### src/rtl/counter_step_controller.sv
// Converts two debounced push-buttons into en/up step strobes for an up/down counter.
// A press steps once, holding it auto-repeats, and conflicting presses are locked out.
module counter_step_controller #(
  parameter int DELAY  = 6000000,
  parameter int PERIOD = 1200000,
  parameter int W      = 23
) (
  input  logic clk,
  input  logic reset,
  input  logic btnUp,
  input  logic btnDown,
  output logic en,
  output logic up,
  output logic repeating
);

  typedef enum logic [1:0] {IDLE, ARMED, REPEAT, LOCKOUT} state_t;

  localparam logic [W-1:0] DELAY_LAST  = W'(DELAY - 1);
  localparam logic [W-1:0] PERIOD_LAST = W'(PERIOD - 1);

  state_t         r_state;
  logic [W-1:0]   r_timer;
  logic           w_sel;
  logic           w_other;

  // The accepted button is identified by the direction latched when it was accepted.
  assign w_sel   = up ? btnUp   : btnDown;
  assign w_other = up ? btnDown : btnUp;

  // NOTE: all state and outputs use non-blocking assignments so every branch sees pre-edge values.
  always_ff @(posedge clk) begin
    if (reset) begin
      r_state   <= IDLE;
      r_timer   <= '0;
      en        <= 1'b0;
      up        <= 1'b0;
      repeating <= 1'b0;
    end else begin
      en        <= 1'b0;
      repeating <= 1'b0;
      case (r_state)
        IDLE: begin
          if (btnUp ^ btnDown) begin
            en      <= 1'b1;
            up      <= btnUp;
            r_timer <= '0;
            r_state <= ARMED;
          end else if (btnUp && btnDown) begin
            r_state <= LOCKOUT;
          end
        end
        ARMED: begin
          if (!w_sel) begin
            r_state <= IDLE;
          end else if (w_other) begin
            r_state <= LOCKOUT;
          end else if (r_timer == DELAY_LAST) begin
            en        <= 1'b1;
            r_timer   <= '0;
            r_state   <= REPEAT;
            repeating <= 1'b1;
          end else begin
            r_timer <= r_timer + 1'b1;
          end
        end
        REPEAT: begin
          if (!w_sel) begin
            r_state <= IDLE;
          end else if (w_other) begin
            r_state <= LOCKOUT;
          end else begin
            repeating <= 1'b1;
            if (r_timer == PERIOD_LAST) begin
              en      <= 1'b1;
              r_timer <= '0;
            end else begin
              r_timer <= r_timer + 1'b1;
            end
          end
        end
        LOCKOUT: begin
          if (!btnUp && !btnDown) r_state <= IDLE;
        end
        default: r_state <= IDLE;
      endcase
    end
  end

endmodule

### config.mk
export PLATFORM = sky130hd
export DESIGN_NAME = counter_step_controller
export DESIGN_NICKNAME = d
export VERILOG_FILES = /design/src/rtl/counter_step_controller.sv
export SDC_FILE = /design/constraint.sdc
export NUM_CORES = 1
export LEC_CHECK = 0
export ABC_AREA = 1
export CAP_MARGIN = 10
export CORE_MARGIN = 2
export CORE_UTILIZATION = 40
export CTS_CLUSTER_DIAMETER = 200
export DETAILED_ROUTE_END_ITERATION = 8
export PLACE_DENSITY = 0.57
export SYNTH_ARGS = -nofsm -noshare
export SYNTH_HDL_FRONTEND = slang
export SYNTH_SLANG_ARGS = --single-unit
### constraint.sdc
create_clock -name clk -period 2.7 [get_ports clk]
set_input_delay 0.81 -clock clk [delete_from_list [all_inputs] [get_ports clk]]
set_output_delay 0.81 -clock clk [all_outputs]
set_load 0.05 [all_outputs]
==> out/summary.txt <==
Status: finished clean
Drc violations: 0
CTS sink count: 28
Critical Path RT: 2.88 ns
Clock latency on the worst-skew pair: 0.29 ns
Max_cap viols: 0
Routed WL: 4180 µm
First-pass GRT wire length: 7250 µm
Syn_nets: 316
Grt ovf: 0
Fillers: 479
Max Freq: 414 MHz
Via Count: 1,744
Placed cell count: 369
Clk_skew: 0.0148 ns
Final instance count without filler cells: 373
IO Pins: 7
Hold Fails Final Rpt: 0
# diodes: 0
Ratio of cells with drive above 1 in the final layout: 8.72%
Pwr Density: 759 nW/µm²
RR Startpoint: r_state[0]$_SDFFE_PP0P_
Wire per inst: 11.2 µm
CTS Buf Count: 3
Htree depth: 1
Core area: 4440 µm²
Worst Reg-to-Reg Cells: 11
R2R Setup Slk: 0.87 ns
Leakage: 0.937 nW
HPWL after DPL: 3220 µm
Initial antenna violation count: 0
Critical path fanouts, max: 21
Cells after Synth: 303
# rows: 24
Hold depth: 2
CTS Hold Bufs: 0
Root buffer cell: clkbuf_8
Clock Path Buffers: 2
Critical path's slowest cell: clkdlybuf4s50_1
Pins over their slew limit: 0
Mapped Avg Cell Area: 6.20 µm²
CP Class: primary input to flop
#FFs+latches synth: 28
Largest net degree at the start of global routing: 22
Die W: 72.5 µm
Post_cts resized: 0
Hold endpoint: up$_SDFFE_PP0P_
Setup TNS: 0 ns
Seq/Total Area, Yosys: 29.8%
Number of global-route vias before repair: 1,633
Clock period minus worst slack: 2.41 ns
Drt initial violations: 73
Worst setup EP type: flop
Worst-Margin Slew: 0.500 ns
Initial Util: 42.3%
Crit-path cells: clkdlybuf4s50_1, inv_1, ha_1, inv_1, nand2_1, inv_1, nor2_2, inv_1, a21oi_4, nor2_1, a21oi_4, buf_12, nor2_1
Hold crit path type: flop to flop
Worst EP arrival: 2.59 ns
RSZ-0062 raised after global routing: false
Setup Viol. Count Final: 0
Slowest stage delay, CP: 0.48 ns
Remaining antenna violation count after routing: 0
Placed instance area: 2080 µm²
R2r endpoint: r_timer[4]$_SDFFE_PP0P_
Slew headroom: 66.6%
Via density: 4.68
Cell Area, Synth: 1880 µm²
Die Ht: 72.5 µm
Synth unique cells: 23
Crit-path most repeated cell: inv_1
Final cycle utilization of the critical path: 89.4%
Hold Crit Start: up$_SDFFE_PP0P_
Clock-pin slew on the worst setup and hold paths: 0.11 ns
Detailed Routing Iterations Pass 1: 4
TritonCTS clock tree: done
Nets: 335
CP Launch Type: primary input
IO buf count: 6
Area grow syn2layout: 14.6%
Synth Warn #: 0
Total power: 0.00163 W
Setup repair bufs after CTS: 0
GPL Wtd Cong: 0.849
Maximum VDD drop: 0.337 mV
Final Cell Area: 2150 µm²
Die footprint: 5260 µm²
Global Route Usage Sum: 17.3%
[worst max path at each step]
stage	startpoint	slack, ns	endpoint
2_1_floorplan	btnUp	0.54	r_timer[18]$_SDFFE_PP0P_
3_3_place_gp	btnUp	-0.008	r_timer[15]$_SDFFE_PP0P_
3_5_place_dp	btnDown	-0.006	r_timer[15]$_SDFFE_PP0P_
4_1_cts	btnDown	0.29	r_timer[4]$_SDFFE_PP0P_
5_1_grt	btnDown	0.07	r_timer[15]$_SDFFE_PP0P_
6_report	btnDown	0.29	r_timer[4]$_SDFFE_PP0P_
[stage by stage]
stage          hold slack (ns)  util (%)  setup WS, ns
2_1_floorplan            0.514         -         0.539
3_3_place_gp             0.501      46.8      -0.00753
3_5_place_dp             0.502      46.8      -0.00636
4_1_cts                  0.521      48.5         0.285
5_1_grt                  0.569      48.5        0.0747
6_report                 0.524      48.5         0.287
[final cells by class]
| type | instances | area (µm²) | area share [%] |
|---|---|---|---|
| timing repair buffer | 18 | 175 | 8.13 |
| tap | 52 | 65.1 | 3.02 |
| clock buffer | 3 | 41.3 | 1.92 |
| clock inverter | 1 | 30.0 | 1.39 |
| sequential | 28 | 561 | 26.0 |
| multi-input combinational | 224 | 1100 | 51.3 |
| inverter | 47 | 176 | 8.19 |
[layer usage]
layer,track usage [%],vias to the layer above,part of all wire [%]
met5,0,-,0
met4,4.53,0,1.3
met3,3.06,4,3.6
met2,27.2,32,41
met1,24.5,738,54
li1,-,970,-
[power by group]
part	internal [W]	switching [W]	leakage [nW]	total, W
logic	0.000331	0.000489	0.675	0.000820
registers	0.000445	0.0000274	0.227	0.000472
clock network	0.000199	0.000144	0.0357	0.000343
total	0.000975	0.000660	0.937	0.00163
[Yosys cell counts, drive strengths merged]
library cell,instances,area [µm²]
xor2,6,52.6
nand3b,1,7.51
nor3,9,50.1
nand4,3,18.8
ha,9,113
o22ai,1,6.26
a31oi,1,6.26
a21oi,9,67.6
buf,4,37.5
nand2,80,310
inv,47,176
and3,1,6.26
nand3,26,130
xnor2,3,26.3
dfxtp,28,561
nor2,62,245
o21ai,13,65.1
[cells by family after synthesis]
logic type	count (synthesis)	share of synthesized area [%]
compound gates	24	7.72
fa+ha+maj	9	5.99
simple gates	182	40.9
buf+inv	51	11.4
xor+xnor	9	4.19
flops	28	29.8
[critical path: cells and delay by family]
family / cells / cell delay [ns]
compound gates: 2 / 0.32
fa+ha+maj: 1 / 0.29
buf+inv: 6 / 0.88
simple gates: 4 / 0.28
[cell usage in the layout (no fill, tap or decap), types with 4 or more instances in the layout]
cell             count
nor2_2               5
o21ai_1              4
nor2_1              57
nand2_2              4
ha_1                 9
nand2_1             76
nand3_1             26
nor3_1               8
inv_1               47
a21oi_1              7
buf_4               10
xor2_1               6
clkdlybuf4s50_1      6
dfxtp_1             28
o21ai_0              9
[flip-flops by register name (all words and copies together), names as in the netlist]
signal	count
en	1
r_state	2
up	1
r_timer	23
repeating	1
Power figures use the tool's default switching activity.
